--- config.mk ---
export PLATFORM = sky130hd
export DESIGN_NAME = fetch_stage
export DESIGN_NICKNAME = d
export VERILOG_FILES = /design/src/rtl/cpu_pkg.sv /design/src/rtl/if_id_reg.sv /design/src/rtl/fetch_stage.sv
export SDC_FILE = /design/constraint.sdc
export NUM_CORES = 1
export LEC_CHECK = 0
export CAP_MARGIN = 20
export CORE_ASPECT_RATIO = 1.1
export CORE_MARGIN = 3
export CORE_UTILIZATION = 43
export CTS_BUF_LIST = sky130_fd_sc_hd__clkbuf_4 sky130_fd_sc_hd__clkbuf_8
export CTS_CLUSTER_DIAMETER = 150
export DETAILED_ROUTE_END_ITERATION = 10
export PLACE_DENSITY = 0.83
export SLEW_MARGIN = 15
export SYNTH_ARGS = -nofsm -noshare
export SYNTH_HDL_FRONTEND = slang
export SYNTH_SLANG_ARGS = --single-unit
--- constraint.sdc ---
create_clock -name clk -period 2.7 [get_ports clk]
set_input_delay 0.54 -clock clk [delete_from_list [all_inputs] [get_ports clk]]
set_output_delay 0.54 -clock clk [all_outputs]
set_load 0.005 [all_outputs]
--- src/rtl/cpu_pkg.sv ---
// Shared pipeline definitions for the LEGv8 fetch path.
//   NOP_INSTR : bubble word, ADD XZR,XZR,XZR (no architectural effect)
//   PC_STEP   : sequential fetch increment
//   pc_sel_t  : next-PC source selected each cycle
//   sat_inc32 : saturating 32-bit increment used by the event counters
package cpu_pkg;

  localparam logic [31:0] NOP_INSTR = 32'h8B1F_03FF;
  localparam logic [63:0] PC_STEP   = 64'd4;

  typedef enum logic [1:0] {
    PC_SEQ,
    PC_ID,
    PC_EX,
    PC_HOLD
  } pc_sel_t;

  function automatic logic [31:0] sat_inc32(input logic [31:0] value);
    if (value == 32'hFFFF_FFFF) return value;
    else                        return value + 32'd1;
  endfunction

endpackage

--- src/rtl/if_id_reg.sv ---
// IF/ID pipeline register with hold, bubble insertion and synchronous reset.
// Ports:
//   clk, reset (sync, active-low)
//   hold          : keep all fields (ignored when bubble is high)
//   bubble        : load NOP_INSTR with valid=0, tagged with fetch_pc
//   fetch_pc      : PC of the word being fetched this cycle
//   fetch_instr   : word returned by instruction memory
//   if_PC, if_instruction, if_valid : registered outputs toward decode
module if_id_reg #(
  parameter logic [63:0] RESET_PC  = 64'h0,
  parameter logic [31:0] NOP_INSTR = 32'h8B1F_03FF
) (
  input  logic        clk,
  input  logic        reset,
  input  logic        hold,
  input  logic        bubble,
  input  logic [63:0] fetch_pc,
  input  logic [31:0] fetch_instr,
  output logic [63:0] if_PC,
  output logic [31:0] if_instruction,
  output logic        if_valid
);

  // Bubble beats hold: an execute redirect must squash even a stalled ID slot.
  always_ff @(posedge clk) begin
    if (!reset) begin
      if_PC          <= RESET_PC;
      if_instruction <= NOP_INSTR;
      if_valid       <= 1'b0;
    end else if (bubble) begin
      if_PC          <= fetch_pc;
      if_instruction <= NOP_INSTR;
      if_valid       <= 1'b0;
    end else if (!hold) begin
      if_PC          <= fetch_pc;
      if_instruction <= fetch_instr;
      if_valid       <= 1'b1;
    end
  end

endmodule

--- src/rtl/fetch_stage.sv ---
// Instruction-fetch stage: PC register, next-PC selection, IF/ID register
// and fetch/flush event counters.
// Ports:
//   clk, reset (sync, active-low)
//   stall                               : hold PC and IF/ID
//   id_branch_taken / id_branch_target  : unconditional redirect from decode
//   ex_branch_taken / ex_branch_target  : conditional/BR redirect from execute
//   imem_addr / imem_rdata              : asynchronous instruction memory
//   if_PC, if_instruction, if_valid     : IF/ID register toward decode
//   fetch_count, flush_count            : saturating event counters
module fetch_stage #(
  parameter logic [63:0] RESET_PC  = 64'h0,
  parameter logic [31:0] NOP_INSTR = 32'h8B1F_03FF
) (
  input  logic        clk,
  input  logic        reset,
  input  logic        stall,
  input  logic        id_branch_taken,
  input  logic [63:0] id_branch_target,
  input  logic        ex_branch_taken,
  input  logic [63:0] ex_branch_target,
  output logic [63:0] imem_addr,
  input  logic [31:0] imem_rdata,
  output logic [63:0] if_PC,
  output logic [31:0] if_instruction,
  output logic        if_valid,
  output logic [31:0] fetch_count,
  output logic [31:0] flush_count
);

  import cpu_pkg::*;

  logic [63:0] pc;
  logic [63:0] pc_next;
  pc_sel_t     pc_sel;
  logic        redirect;
  logic        hold;
  logic        accept;

  // Execute redirect outranks the stall because the stalled ID instruction
  // is younger than the branch; a decode redirect waits out the stall.
  always_comb begin
    pc_sel = PC_SEQ;
    if (ex_branch_taken)      pc_sel = PC_EX;
    else if (stall)           pc_sel = PC_HOLD;
    else if (id_branch_taken) pc_sel = PC_ID;
  end

  always_comb begin
    pc_next = pc + PC_STEP;
    unique case (pc_sel)
      PC_EX:   pc_next = ex_branch_target;
      PC_ID:   pc_next = id_branch_target;
      PC_HOLD: pc_next = pc;
      default: pc_next = pc + PC_STEP;
    endcase
  end

  assign redirect  = (pc_sel == PC_EX) || (pc_sel == PC_ID);
  assign hold      = (pc_sel == PC_HOLD);
  assign accept    = (pc_sel == PC_SEQ);
  assign imem_addr = pc;

  always_ff @(posedge clk) begin
    if (!reset) begin
      pc          <= RESET_PC;
      fetch_count <= 32'd0;
      flush_count <= 32'd0;
    end else begin
      pc <= pc_next;
      if (accept)   fetch_count <= sat_inc32(fetch_count);
      if (redirect) flush_count <= sat_inc32(flush_count);
    end
  end

  if_id_reg #(
    .RESET_PC  (RESET_PC),
    .NOP_INSTR (NOP_INSTR)
  ) u_if_id (
    .clk            (clk),
    .reset          (reset),
    .hold           (hold),
    .bubble         (redirect),
    .fetch_pc       (pc),
    .fetch_instr    (imem_rdata),
    .if_PC          (if_PC),
    .if_instruction (if_instruction),
    .if_valid       (if_valid)
  );

endmodule

# Yosys cells after proc, flatten, opt, wreduce, memory -nomap -nowiden
# Index checks and enable logic that the tools add are counted.
# Widths: inputs -> output; s select.
op_classes:
  n_reduce_logical: 5
  mux: 6
  addsub: 3
  n_eq_ne: 6
  bitwise: 3
op_table:
  columns: ["operator", "count"]
  rows:
  - ["$pmux 64 s3", 1]
  - ["$mux 64", 2]
  - ["$add 32x1->32 const B", 2]
  - ["$add 64x3->64 const B", 1]
  - ["$eq 32x32->1 const B", 2]
  - ["$eq 2x2->1 const B", 2]
  - ["$mux 2", 2]
  - ["$reduce_and 2->1", 2]
  - ["$not 1->1", 3]
  - ["$eq 2x1->1 const B", 1]
  - ["$logic_not 2->1", 1]
  - ["$ne 2x2->1 const B", 1]
  - ["$reduce_or 2->1", 1]
  - ["$logic_or 1x1->1", 1]
  - ["$mux 1", 1]
word_totals:
  register_bits: 225
  input_bits: 165

# Logic depth before layout (Yosys ltp)
# Gate-level depths: netlist (run 1).
depth:
  depth_word: 6
  depth_mapped: 11
  ltp_nobuf: 9

# Hierarchy
# From an unflattened synthesis (run 1), not the netlist that was laid out.
unflattened:
  hier_cells: 1387
  area_unflattened_um2: 11556.1
by_module_without_submodules:
  columns: ["module", "instances", "area_each_um2", "cells_each"]
  rows:
  - ["fetch_stage", 1, 7777.5, 1001]
  - ["if_id_reg", 1, 3778.6, 386]

# Worst setup path after synthesis (run 1)
# No wires, ideal clock.
synth_timing:
  path_type: "input to register"
  start: "input stall"
  end: "register flush_count[30]"
  path_buffers: 1
  setup_ps: 70
  arrival_time_ps: 2665
  slack_ps: -35
  stages: 9
  path_cell_list: "nor2_1 > or2_2 > ha_1 > nor2b_1 > nand4_1 > or3_1 > clkbuf_1 > or4_1 > a21oi_1"
synth_via:
  elab_chain_cells: 5
  word_cells_on_any_way: 6
synth_lines:
  columns: ["item", "line_no", "source"]
  rows:
  - ["start, declared", "fetch_stage.sv:17", "input logic stall,"]
  - ["$mux 2 *", "fetch_stage.sv:45", "else if (stall) pc_sel = PC_HOLD;"]
  - ["$mux 2 *", "fetch_stage.sv:44", "if (ex_branch_taken) pc_sel = PC_EX;"]
  - ["$eq 2x2->1 or $eq 2x1->1 (tied branches)", "fetch_stage.sv:59", "assign redirect = (pc_sel == PC_EX) || (pc_sel == PC_ID);"]
  - ["$logic_or 1x1->1 *", "fetch_stage.sv:59", null]
  - ["$reduce_and 2->1 (no line) *", null, null]
  - ["end signal, assigned", "fetch_stage.sv:72", "if (redirect) flush_count <= sat_inc32(flush_count);"]
  - ["end, declared", "fetch_stage.sv:28", "output logic [31:0] flush_count"]
# Mark *: on every way between the ends. The rest lies on a longest branch, timed or not.
# A chain may end at the register's enable or synchronous reset.

# Final worst setup path (run 1)
layout_timing:
  start: "input stall"
  end: "register flush_count[27]"
# The elaborated chain is that of the path after synthesis.

==> results.yml, run 1 <==
clock_network:
  clock-root-buffer: "clkbuf_8"
  cts.sinks: 225
  clock_latency_ps: 550
  post_cts_buffers: 0
  cts_buffers: 40
  clk_pin_slew_ps: 60
  htreeDepth: 2
  cts_buffer_depth: 3
  cts_tree: "done"
worst_hold_path:
  holdPathStages: 3
  min_from: "reset"
  hold_path_class: "in2reg"
  whs_endpoint: "imem_addr[38]"
layout:
  layout.nets: 2014
  fill_cells: 2096
  finalCoreUtilization_pct: 68.0
  layout_common_cells: "clkdlybuf4s50_1, dfxtp_1, nor2_1"
  drive_gt1_share_pct: 13.1
  area_delta_synth_final_pct: 53.3
  mostFrequentLayoutCell: "clkdlybuf4s50_1"
  antenna-diode-count: 0
yosys:
  synth_edf_count: 0
  ys_types: 69
  syn_inst: 1380
  syn_area_um2: 11400
  ys.flop_type: "dfxtp_1"
  yosys_warnings: 0
  synthArstFlopShare_pct: 0
  ys_seq_elements: 225
  ys_seq_area_share_pct: 39.6
  syn_avg_cell_area_um2: 8.24
  syn-num-nets: 1552
critical_path:
  critPathArrivalTime_ps: 3070
  rr_startpoint: "imem_addr[2]"
  reg2reg_setup_slack_ps: 220
  worst_setup_path_end_kind: "flop"
  r2r_end: "imem_addr[50]"
  start_kind: "primary input"
  required_ps: 3170
  r2r_cells: 6
  cp_max_fo: 13
  worstSetupPathType: "in2reg"
global_routing:
  grt_pass1_wl_mm: 70.1
  grt_util_all_layers_pct: 30.6
  grt_max_degree: 75
  antenna_found_initial: 0
  gr-total-overflow: 0
  grt_pass1_vias: 12786
routing:
  wire_per_inst_um: 20.6
  drtPass1Iterations: 5
  drc_errors: 0
  via_count: 13170
  drt_iter0_markers: 1331
  via_per_inst: 5.94
  wl_mm: 45.7
  ant_nets: 0
placed_design:
  hpwlAfterDp_mm: 33.9
  io_buffer_count: 389
  place_congestion: 0.927
run:
  max-cap-violations: 0
pwr:
  power_leakage_nw: 6.21
  irDropWorstVdd_mv: 0.461
  powerDensity_nw_per_um2: 512
timing:
  period_needed_ps: 2600
  fin_crit_sh_pct: 96.3
  maxSlewViolCount: 0
  tns_ps: 0
  hold_violations: 0
  max_slew_margin_pct: 48.2
  skew_ps: 25.5
  setup_viol: 0
  worstMarginPinSlew_ps: 773
  max_freq_mhz: 384
  rsz0062_at_grt: "no"
floorplanning:
  die_h_um: 177
  die_area_um2: 28400
  io_pins: 390
  die_w_um: 161
  start_util_pct: 44.3
  rows: 61
  coreArea_um2: 25600
status:
  status: "completed"
==> per-stage QoR <==
stage                     power (mW)  std cells  area [µm²]  setup WS (ps)  hold slack (ps)
after floorplan                 4.39       1380       11400           51.7              451
after global placement          5.41       2146       16500           -473              438
after detailed placement        5.45       2146       16500           -540              444
after CTS                       8.94       2216       17400           9.44              384
after global routing            9.26       2216       17400           4.89              407
final                           8.92       2216       17400           98.7              410
==> worst max-delay path by stage <==
stage,cells after the start,to,start
6_report,9,flush_count[27],stall
5_1_grt,9,flush_count[30],stall
4_1_cts,7,fetch_count[6],fetch_count[1]
3_5_place_dp,9,flush_count[27],stall
3_3_place_gp,9,flush_count[27],stall
2_1_floorplan,9,flush_count[30],stall
==> worst max-delay path, cell delays in order <==
cell             delay (ps)
clkdlybuf4s50_1         470
nor2_1                   50
or2_2                   330
ha_4                    280
nand4b_1                180
or2_2                   310
a211o_4                 330
or4_1                   440
a21oi_2                 150
==> cells by family (layout without fill, tap and decap cells) <==
| kind of cell | after synthesis | in the layout | synth area share (%) |
|---|---|---|---|
| AO/OA/AOI/OAI | 326 | 326 | 19.5 |
| buffers and inverters | 132 | 622 | 4.43 |
| AND/OR/NAND/NOR | 574 | 574 | 25.6 |
| XOR/XNOR | 12 | 12 | 0.924 |
| multiplexers | 104 | 104 | 9.18 |
| adder cells (fa/ha/maj) | 7 | 7 | 0.770 |
| flip-flops | 225 | 225 | 39.6 |
==> power breakdown <==
group	total [mW]	leakage [nW]	internal, mW	switching (mW)
sequential	3.64	1.83	3.49	0.151
clock	3.51	0.458	2.02	1.49
combinational	1.78	3.92	0.942	0.834
==> synthesized netlist by cell type (8+ instances only) <==
cell type / number / share of area (%)
and4_1: 15 / 1.2
clkbuf_1: 79 / 2.6
and2_1: 8 / 0.44
and3_1: 15 / 0.83
or3_1: 28 / 1.5
dfxtp_1: 225 / 40
nand4_1: 53 / 2.9
a221oi_1: 25 / 1.9
inv_1: 24 / 0.79
nor2_1: 155 / 5.1
xnor2_1: 10 / 0.77
a211oi_1: 14 / 0.92
nand3_1: 56 / 2.5
a21oi_1: 70 / 3.1
mux2i_1: 102 / 9.0
o31ai_1: 16 / 1.1
buf_1: 19 / 0.63
or2_2: 9 / 0.50
nand2b_1: 13 / 0.72
nand2_1: 124 / 4.1
o31a_1: 12 / 0.92
o21ai_0: 58 / 2.6
o211ai_1: 18 / 1.2
or4_1: 26 / 1.7
a22oi_1: 32 / 2.1
nor3_1: 31 / 1.4
a31oi_1: 22 / 1.2
nor4_1: 23 / 1.3
==> cell type report <==
class	count	area, µm²	share of cell area (%)
Clock inverter	15	158	0.904
Clock buffer	55	719	4.13
Sequential cell	225	4500	25.8
Tap cell	346	433	2.48
Multi-Input combinational cell	1023	6430	36.9
Inverter	27	104	0.596
Timing Repair Buffer	525	5080	29.2
==> metal layers <==
metal / GRT usage, % / vias to the layer above / wire length [µm]
li1: - / 6067 / -
met1: 38.3 / 6205 / 18000
met2: 52.3 / 786 / 22200
met3: 6.50 / 112 / 4120
met4: 10.5 / 0 / 1480
met5: 0 / - / 0
==> flip-flops by register name (all words and copies together) (netlist names) <==
register	cells
fetch_count	32
flush_count	32
imem_addr	64
u_if_id.if_PC	64
u_if_id.if_instruction	32
u_if_id.if_valid	1
==> repair_timing <==
item / CTS / global route
gates resized for setup: 0 / 6
setup endpoints to repair: 0 / 6
hold buffers: 0 / 0
(Power assumes the default switching activity.)
==> inputs of run 2 (changes only) <==
Settings changed: CTS_CLUSTER_SIZE set to 20.
==> results.yml, run 2 (same netlist as run 1, synthesis figures left out) <==
layout:
  area_delta_synth_final_pct: 47.6
  fill_cells: 2172
  drive_gt1_share_pct: 10.6
  layout.nets: 1989
  layout_common_cells: "clkdlybuf4s50_1, dfxtp_1, nor2_1"
  mostFrequentLayoutCell: "clkdlybuf4s50_1"
  antenna-diode-count: 0
  design_area_um2: 16800
clock_network:
  clock-root-buffer: "clkbuf_8"
  ctsResizeCount: 0
  cts_buffers: 15
  cts_hold_buf: 0
  clock_latency_ps: 540
  cts_buffer_depth: 3
  cts_tree: "done"
  post_cts_buffers: 0
  htreeDepth: 1
  clk_pin_slew_ps: 140
  cts.sinks: 225
pwr:
  irDropWorstVdd_mv: 0.418
  power_leakage_nw: 5.87
  powerDensity_nw_per_um2: 421
floorplanning:
  die_w_um: 161
  die_h_um: 177
  die_area_um2: 28400
  io_pins: 390
  rows: 61
  start_util_pct: 44.3
  coreArea_um2: 25600
timing:
  rsz0062_at_grt: "no"
  max_slew_margin_pct: 49.0
  skew_ps: 16.8
  worstMarginPinSlew_ps: 760
  hold_ws_ps: 390
  period_needed_ps: 2590
  max_freq_mhz: 386
  fin_crit_sh_pct: 95.9
  tns_ps: 0
  hold_violations: 0
  setup_viol: 0
  maxSlewViolCount: 0
critical_path:
  worstSetupPathType: "in2reg"
  start_kind: "primary input"
  worstPathCellList: "clkdlybuf4s50_1, nor2_1, or2_2, ha_4, nand4b_1, or2_2, a211o_4, or4_1, a21oi_2"
  worst_setup_path_end_kind: "flop"
  critPathMaxStageDelay_ps: 470
  cp_max_fo: 13
  cp_common_cell: "or2_2"
  crit_path_top_delay_cell: "clkdlybuf4s50_1"
  critPathArrivalTime_ps: 3070
  required_ps: 3180
status:
  status: "completed"
placed_design:
  place_congestion: 0.927
  dpl_cell_area_um2: 16500
  io_buffer_count: 389
  hpwlAfterDp_mm: 33.9
routing:
  drtPass1Iterations: 7
  wl_mm: 45.1
  ant_nets: 0
  drt_iter0_markers: 1348
  drc_errors: 0
  via_per_inst: 6.02
  wire_per_inst_um: 20.8
  via_count: 13025
global_routing:
  antenna_found_initial: 0
  grt_util_all_layers_pct: 30.0
  grt_pass1_vias: 12435
  grt_pass1_wl_mm: 69.0
  grt_max_degree: 75
  gr-total-overflow: 0
worst_hold_path:
  hold_path_class: "in2reg"
run:
  max-cap-violations: 0
## run 2: cell count changes in the layout (fill, tap and decap cells not counted)
cell / change
clkinv_2: -9
or3_4: +1
clkbuf_8: -34
bufinv_16: -3
clkinvlp_4: -3
inv_12: +1
clkbuf_4: -6
or3_1: -1
## run 2: stage by stage
step	std cells	power (mW)	utilization (%)	setup slack, ps
after detailed placement	2146	5.45	64.4	-540
final	2162	7.07	65.5	110
after floorplan	1380	4.39	-	51.7
after global routing	2162	7.34	65.5	21.9
after CTS	2162	7.08	65.3	15.5
after global placement	2146	5.41	64.4	-473
## run 2: area by class of cell
cell class	instances	area [µm²]	area share, %
clock buffer	15	206	1.23
inverter	27	104	0.619
tap	346	433	2.58
multi-input combinational	1023	6440	38.3
sequential	225	4500	26.8
clock inverter	1	16.3	0.0969
timing repair buffer	525	5080	30.3
## run 2: worst paths after layout
path | from | to | slack (ps) | cells past startpoint
max | stall | flush_count[27] | 110 | 9
min | reset | imem_addr[38] | 390 | 3
max reg2reg | imem_addr[2] | imem_addr[50] | 230 | 6
min reg2reg | u_if_id.if_valid | u_if_id.if_valid | 470 | 1
## run 2: worst max-delay path: cells and delay by family
kind	cells	cell delay [ps]
simple gates	5	1310
compound gates	2	480
fa+ha+maj	1	270
buf+inv	1	470
## run 2: power by group
group	internal, mW	switching (mW)
registers	3.48	0.151
logic	0.942	0.830
clock network	0.526	1.13
## run 2: metal layers
layer	global-route usage (%)	routed length, µm	share of wire [%]	vias up
met5	0	0	0	-
met4	8.39	1190	2.6	0
met3	5.30	3990	8.8	100
met2	52.4	22100	49	736
met1	38.2	17800	40	6186
li1	-	-	-	6003
